--- src/rtl/demux_pkg.sv ---
// Shared types and sizes for the 1-to-8 registered write demux.
// Read-back port is enabled by defining DEMUX_READBACK_EN (see top).
package demux_pkg;
  localparam int NOUT  = 8;
  localparam int SEL_W = 3;

  typedef enum logic [1:0] {
    S_IDLE  = 2'd0,
    S_BURST = 2'd1,
    S_DONE  = 2'd2
  } state_t;
endpackage

--- src/rtl/demux_burst_ctrl.sv ---
// Burst sequencer: IDLE/BURST/DONE FSM plus 3-bit word pointer.
// Emits the burst write strobe/index and the single-write permission.
module demux_burst_ctrl
  import demux_pkg::*;
(
  input  logic             clk,
  input  logic             reset_n,
  input  logic             wr_en,
  input  logic             burst_start,
  input  logic             burst_valid,
  output logic             busy,
  output logic             done,
  output logic             bwr,
  output logic [SEL_W-1:0] bidx,
  output logic             swr,
  output logic [1:0]       state_dbg
);

  localparam logic [SEL_W-1:0] LAST_IDX = SEL_W'(NOUT - 1);

  state_t           state, state_nxt;
  logic [SEL_W-1:0] ptr, ptr_nxt;

  always_ff @(posedge clk or negedge reset_n) begin
    if (!reset_n) begin
      state <= S_IDLE;
      ptr   <= '0;
    end else begin
      state <= state_nxt;
      ptr   <= ptr_nxt;
    end
  end

  always_comb begin
    state_nxt = state;
    ptr_nxt   = ptr;
    bwr       = 1'b0;
    swr       = 1'b0;
    case (state)
      S_IDLE: begin
        // burst_start takes priority over a simultaneous single write
        if (burst_start) begin
          state_nxt = S_BURST;
          ptr_nxt   = '0;
        end else begin
          swr = wr_en;
        end
      end
      S_BURST: begin
        if (burst_valid) begin
          bwr     = 1'b1;
          ptr_nxt = ptr + SEL_W'(1);
          if (ptr == LAST_IDX) state_nxt = S_DONE;
        end
      end
      S_DONE:  state_nxt = S_IDLE;
      default: state_nxt = S_IDLE;
    endcase
  end

  assign bidx      = ptr;
  assign busy      = (state == S_BURST);
  assign done      = (state == S_DONE);
  assign state_dbg = state;

endmodule

--- src/rtl/demux32_1x8_reg.sv ---
// Routes a 32-bit write into one of eight destination registers, by sel or by burst.
// Optional registered read-back port when DEMUX_READBACK_EN is defined.
module demux32_1x8_reg
  import demux_pkg::*;
#(
  parameter int WIDTH = 32
) (
  input  logic             clk,
  input  logic             reset_n,
`ifdef DEMUX_READBACK_EN
  input  logic [SEL_W-1:0] rd_sel,
  output logic [WIDTH-1:0] rd_data,
`endif
  input  logic [WIDTH-1:0] in,
  input  logic [SEL_W-1:0] sel,
  input  logic             wr_en,
  input  logic             burst_start,
  input  logic             burst_valid,
  input  logic             clr,
  output logic [WIDTH-1:0] out_a,
  output logic [WIDTH-1:0] out_b,
  output logic [WIDTH-1:0] out_c,
  output logic [WIDTH-1:0] out_d,
  output logic [WIDTH-1:0] out_e,
  output logic [WIDTH-1:0] out_f,
  output logic [WIDTH-1:0] out_g,
  output logic [WIDTH-1:0] out_h,
  output logic [NOUT-1:0]  written,
  output logic             busy,
  output logic             done,
  output logic [1:0]       fsm_state
);

  logic [WIDTH-1:0] dst [NOUT];
  logic             bwr, swr, wr;
  logic [SEL_W-1:0] bidx, wr_idx;
  logic [NOUT-1:0]  wr_mask;

  demux_burst_ctrl u_ctrl (
    .clk         (clk),
    .reset_n     (reset_n),
    .wr_en       (wr_en),
    .burst_start (burst_start),
    .burst_valid (burst_valid),
    .busy        (busy),
    .done        (done),
    .bwr         (bwr),
    .bidx        (bidx),
    .swr         (swr),
    .state_dbg   (fsm_state)
  );

  assign wr      = bwr | swr;
  assign wr_idx  = bwr ? bidx : sel;
  assign wr_mask = wr ? ({{(NOUT-1){1'b0}}, 1'b1} << wr_idx) : '0;

  always_ff @(posedge clk or negedge reset_n) begin
    if (!reset_n) begin
      for (int i = 0; i < NOUT; i++) dst[i] <= '0;
      written <= '0;
    end else begin
      if (wr) dst[wr_idx] <= in;
      // a bit written in the same cycle as clr survives the clear
      written <= (clr ? '0 : written) | wr_mask;
    end
  end

`ifdef DEMUX_READBACK_EN
  always_ff @(posedge clk or negedge reset_n) begin
    if (!reset_n) rd_data <= '0;
    else          rd_data <= dst[rd_sel];
  end
`endif

  assign out_a = dst[0];
  assign out_b = dst[1];
  assign out_c = dst[2];
  assign out_d = dst[3];
  assign out_e = dst[4];
  assign out_f = dst[5];
  assign out_g = dst[6];
  assign out_h = dst[7];

endmodule

--- config.mk ---
export PLATFORM = sky130hd
export DESIGN_NAME = demux32_1x8_reg
export DESIGN_NICKNAME = d
export VERILOG_FILES = /design/src/rtl/demux_pkg.sv /design/src/rtl/demux_burst_ctrl.sv /design/src/rtl/demux32_1x8_reg.sv
export SDC_FILE = /design/constraint.sdc
export NUM_CORES = 1
export LEC_CHECK = 0
export CAP_MARGIN = 20
export CORE_ASPECT_RATIO = 1.4
export CORE_MARGIN = 3
export CORE_UTILIZATION = 25
export CTS_CLUSTER_SIZE = 16
export DETAILED_ROUTE_END_ITERATION = 16
export PLACE_DENSITY = 0.59
export SLEW_MARGIN = 20
export SYNTH_ARGS = -nofsm -noshare
export SYNTH_HDL_FRONTEND = slang
export SYNTH_SLANG_ARGS = --single-unit
--- constraint.sdc ---
create_clock -name clk -period 2.6 [get_ports clk]
set_input_delay 0.52 -clock clk [delete_from_list [all_inputs] [get_ports clk]]
set_output_delay 0.52 -clock clk [all_outputs]
set_load 0.01 [all_outputs]
# After elaboration in Yosys (flattened, before gate mapping)
# Cells that the tools add are included.
[word_totals]
regBits = 269
inputBits = 41
out_inout_bits = 268
wordCells = 46
[classes]
addsub = 1
n_lt_le_gt_ge = 2
n_eq_ne = 6
shifts = 1
muxes = 17
bitwise_logic = 3
reduce_logical = 5
[ops]
columns = ["operator", "n"]
rows = [
  ["256-bit bitwise mux", 1],
  ["32-bit demux with 3-bit select", 1],
  ["32-bit 2-to-1 mux", 1],
  ["8-bit 2-to-1 mux", 2],
  ["3-bit 2-to-1 mux", 3],
  ["8-bit bitwise OR", 1],
  ["1-bit by 3-bit left shift with 8-bit output (first input constant)", 1],
  ["2-bit 2-to-1 mux", 3],
  ["3-bit case mux with 2 select lines", 1],
  ["3-bit AND reduction", 2],
  ["4-bit >= comparator (second input constant)", 1],
  ["4-bit by 1-bit less-than comparator with 1-bit output (second input constant)", 1],
  ["1-bit 2-to-1 mux", 4],
  ["2-bit != test (second input constant)", 2],
  ["3-bit inverter with 4-bit output", 1],
  ["2-bit case mux with 2 select lines", 1],
  ["3-bit by 1-bit adder with 3-bit output (second input constant)", 1],
  ["3-bit == test (second input constant)", 1],
  ["2-bit by 1-bit == test with 1-bit output (second input constant)", 1],
  ["2-bit == test (second input constant)", 1],
  ["2-bit logical NOT", 1],
  ["2-bit by 1-bit != test with 1-bit output (second input constant)", 1],
  ["2-bit nonzero test", 1],
  ["1-bit logical AND", 1],
  ["1-bit bitwise OR", 1],
]

# Depth between registers and ports, before layout
# Gate-level depths: netlist of run 1.
[logic_depth]
depth_word = 9
depth_mapped = 6

# Hierarchy
# From an unflattened synthesis of run 1, not the netlist that was laid out.
[hier_totals]
hier_cells = 766
hier_area_um2 = 11139.4
[modules_own_cells]
columns = ["module", "instances", "cells_per_inst", "area_per_inst_um2", "seq_area_each_um2"]
rows = [
  ["demux32_1x8_reg", 1, 742, 10837.9, 6606.3],
  ["demux_burst_ctrl", 1, 24, 301.5, 125.1],
]

# Least setup slack after synthesis of run 1
# Ideal clock, no wire load.
[synth_timing]
path_type = "reg-to-reg"
from = "reg u_ctrl.state[0] (netlist: u_ctrl.state_dbg[0])"
to = "reg dst, in the netlist out_f[10]"
setup_ps = 125
t_arrival_ps = 2147
required_time_ps = 2475
setup_slack_ps = 328
stages_incl_launch_ff = 7
cell_sequence = "dfrtp_1 buf_2 or3b_1 a21oi_4 nor4b_4 buf_6 mux2_2"
[synth_via]
elab_chain_cells = 9
elab_cells_between_ends = 13
cone_classes = "order compare (2); eq/ne (1); mux (6); bitwise (2); reduce/logical (2)"
[synth_rtl]
columns = ["element", "line", "source"]
rows = [
  ["start: declaration", "demux_burst_ctrl.sv:21", "state_t state, state_nxt;"],
  ["start signal: assignment", "demux_burst_ctrl.sv:29", "state <= state_nxt;"],
  ["2-bit by 1-bit == test with 1-bit output", "demux_burst_ctrl.sv:39", "case (state)"],
  ["1-bit 2-to-1 mux", "demux_burst_ctrl.sv:39", ""],
  ["3-bit 2-to-1 mux", "demux32_1x8_reg.sv:54", "assign wr_idx = bwr ? bidx : sel;"],
  ["3-bit inverter with 4-bit output (implied by the code)", "demux32_1x8_reg.sv:62", "if (wr) dst[wr_idx] <= in;"],
  ["4-bit >= comparator (implied by the code) / 4-bit by 1-bit less-than comparator with 1-bit output (equally long branches)", "demux32_1x8_reg.sv:62", ""],
  ["1-bit logical AND (implied by the code)", "demux32_1x8_reg.sv:62", ""],
  ["32-bit 2-to-1 mux (implied by the code)", "demux32_1x8_reg.sv:62", ""],
  ["32-bit demux with 3-bit select", "demux32_1x8_reg.sv:62", ""],
  ["256-bit bitwise mux", "demux32_1x8_reg.sv:62", ""],
  ["end signal: indexed assignment", "demux32_1x8_reg.sv:62", ""],
  ["end: declaration", "demux32_1x8_reg.sv:34", "logic [WIDTH-1:0] dst [NOUT];"],
]
# Several ways; a longest one is shown, not always the timed one.
# A chain may end at the register's enable or synchronous reset.

# Worst setup path after layout of run 1
[layout_timing]
from = "reg u_ctrl.state[0] (netlist: u_ctrl.state_dbg[0])"
to = "out busy"
[layout_via]
elab_chain_cells = 1
[layout_rtl]
columns = ["element", "line", "source"]
rows = [
  ["2-bit by 1-bit == test with 1-bit output", "demux_burst_ctrl.sv:62", "assign busy = (state == S_BURST);"],
  ["end: declaration", "demux32_1x8_reg.sv:29", "output logic busy,"],
]
# No other way between the ends.

==> metrics.cfg, run 1 <==
[hold_path]
hold_path.class=input pin to async pin

[setup_path]
crit_path_max_fanout=11
worst_setup_path_startpoint=u_ctrl.state_dbg[0]
critical_path.reg2reg.endpoint=out_h[17]
reg2reg_depth=5
critical_path_launch_point_type=flop
critical_path_required_ns=2.08
rrSetupSlack_ns=0.29
timing.critical_path.arrival_ns=1.88
timing.critical_path.to=busy
critPathKind=flop to primary output
reg2reg_from=u_ctrl.state_dbg[0]
critical_path.endpoint_type=primary output

[floorplanning]
io_pins=309
floorplan.core_area_um2=40300
die_x_um=177
die_area_um2=43300
placement_rows=87
initial_core_util_pct=25.4
die_height_um=245

[timing]
timing.final.crit_share_pct=92.2
final_period_demand_of_the_worst_path_ns=2.40
unrepaired_setup_endpoints_after_global_routing=no
totalNegativeSetupSlack_ns=0
finalHoldViolations=0
maxClockFrequency_mhz=417
drv_slew=0
timing.hold.ws_ns=0.419
finalClockSkew_ns=0.00531
timing.slew.headroom_pct=61.2
setup_viol=0
tightestPinTransition_ns=0.583

[drt]
postRouteWirelength_um=30400
routed-via-count=6397
first_iter_violations=127
post_drt_wl_per_cell_um=20.4
drc=0
via_per_inst=4.29
antenna_violating_nets_post_route=0
drtPass1Iterations=4

[clocking]
insertion_delay_ns=0.55
worst_path_clk_slew_ns=0.06
clock_sinks=269
max_clock_buf_depth=3
numCtsBuffers=28
postCtsSetupBuffers=0
ctsRootBufferMaster=clkbuf_16
tritoncts=built
htree_levels=1

[synthesis]
seq_area_frac_synth_pct=65.9
yosysTopAreaCell=dfrtp_1
post_synth_most_frequent_cells=dfrtp_1 (269), mux2_2 (217), mux2_1 (42)
synth.distinct_cells=24
yosysMostFrequentCell=dfrtp_1
synthesis.area_per_instance_um2=17.1
yosys_top_cell_area_share_pct=65.9
synth-edff-count=0
prevailing_post_synth_register_cell=dfrtp_1
post_synth_inst_count=596
postSynthNetCount=639
synth-async-reset-ratio_pct=100
synth_top_cells_by_area=dfrtp_1 (66%), mux2_2 (24%), mux2_1 (4.6%), buf_6 (0.99%), buf_2 (0.78%)
netlist_area_um2=10200
synth.ff_latch_count=269
synth_warn=0

[global_route]
antenna_found_initial=0
grtUsageTotal_pct=13.8
grt_pass1_wl_um=45700
grt_max_degree=96
grt-ovfl-total=0
grt_pass1_vias=6975

[final_layout]
post_route_cells_drive_above_1_share_pct=31.2
layout.nets=981
finish.utilization_pct=37.4
area_growth_syn_to_layout_pct=47.3
layout.cell_area.non_filler_um2=15000

[pwr]
power-per-cell-area_nw_per_um2=1330
cellLeakagePower_nw=6.36
ir_worst_vdd_v=0.000952

[status]
run_status=complete, no violations

[placement]
finalWeightedCongestion=0.750
detailedPlacementHpwl_um=21000
io_buffers=308
placedInstanceArea_um2=14100

[job]
max_cap_viol_count=0

==> layout by cell type, fill, tap and decap left out, types with 2 or more instances in the layout <==
cell type	Yosys	final
a21o_1	3	3
a22o_1	5	5
buf_12	0	11
buf_4	0	17
clkbuf_1	0	5
clkbuf_16	0	29
clkbuf_8	0	5
clkdlybuf4s50_1	0	307
clkinv_2	0	6
dfrtp_1	269	268
ha_1	2	2
inv_1	7	7
mux2_1	42	42
mux2_2	217	217
mux2i_2	2	2
nand4_1	4	4
nor2b_1	2	2
nor4b_4	3	3
o21ai_0	5	5
==> worst min path at each step <==
stage,startpoint,endpoint,slack (ns),cells past startpoint
floorplan,reset_n,out_a[0],0.22,0
global placement,reset_n,out_h[16],0.40,1
detailed placement,reset_n,out_h[12],0.41,1
CTS,reset_n,out_h[12],0.42,2
global route,reset_n,out_h[12],0.43,2
finish,reset_n,out_h[12],0.42,2
==> routing by layer <==
metal  share of wire, %  global-route usage, %
met3                7.3                   4.09
met2                 53                   25.0
met4                2.6                   4.23
met1                 37                   15.6
met5                  0                      0
==> repair_timing <==
item	4_1_cts	5_1_grt
setup endpoints to repair	0	1
hold endpoints to repair	25	0
hold buffers	1	0
resized for setup	0	1
==> per-stage QoR <==
step / power (mW) / instances / setup slack (ns)
final: 20.1 / 1492 / 0.203
after global routing: 21.2 / 1491 / 0.118
after CTS: 20.4 / 1491 / 0.0277
after detailed placement: 16.3 / 1441 / -0.137
after global placement: 16.2 / 1441 / -0.125
after floorplan: 10.8 / 596 / 0.328
==> report_power, final <==
| part | total [mW] | switching (mW) | internal [mW] |
|---|---|---|---|
| clock | 3.96 | 1.69 | 2.27 |
| sequential | 7.36 | 1.09 | 6.27 |
| combinational | 8.74 | 3.41 | 5.34 |
| total | 20.1 | 6.19 | 13.9 |
==> critical path: stages, from the launching register on <==
cell	delay, ns
dfrtp_2	0.52
nor2b_1	0.20
clkdlybuf4s50_1	0.61
==> sequential cells by signal, summed over array words and instances, names as in the netlist <==
signal / cells
out_a: 32
out_b: 32
out_c: 32
out_d: 32
out_e: 32
out_f: 32
out_g: 32
out_h: 32
written: 8
u_ctrl.bidx: 3
u_ctrl.state_dbg: 2
==> kinds of logic after synthesis <==
kind of cell	share of synthesized area [%]
muxes	29.0
and+or+nand+nor	1.57
buffers and inverters	2.03
AOI/OAI and AO/OA	1.19
adders and majority gates	0.245
DFF	65.9
==> layout make-up <==
cell class / count / area [µm²]
Inverter: 7 / 26.3
Tap cell: 534 / 668
Multi-Input combinational cell: 295 / 3270
Fill cell: 3827 / 25200
Timing Repair Buffer: 337 / 3450
Clock inverter: 10 / 85.1
Sequential cell: 269 / 6730
Clock buffer: 39 / 813
Antenna cell: 1 / 2.50
(Power assumes the default switching activity.)
==> inputs of run 2 (changes only) <==
- CTS_CLUSTER_SIZE: 16 -> 20
==> results of run 2 <==
Final layout, timing and power as in run 1 (identical DEF).
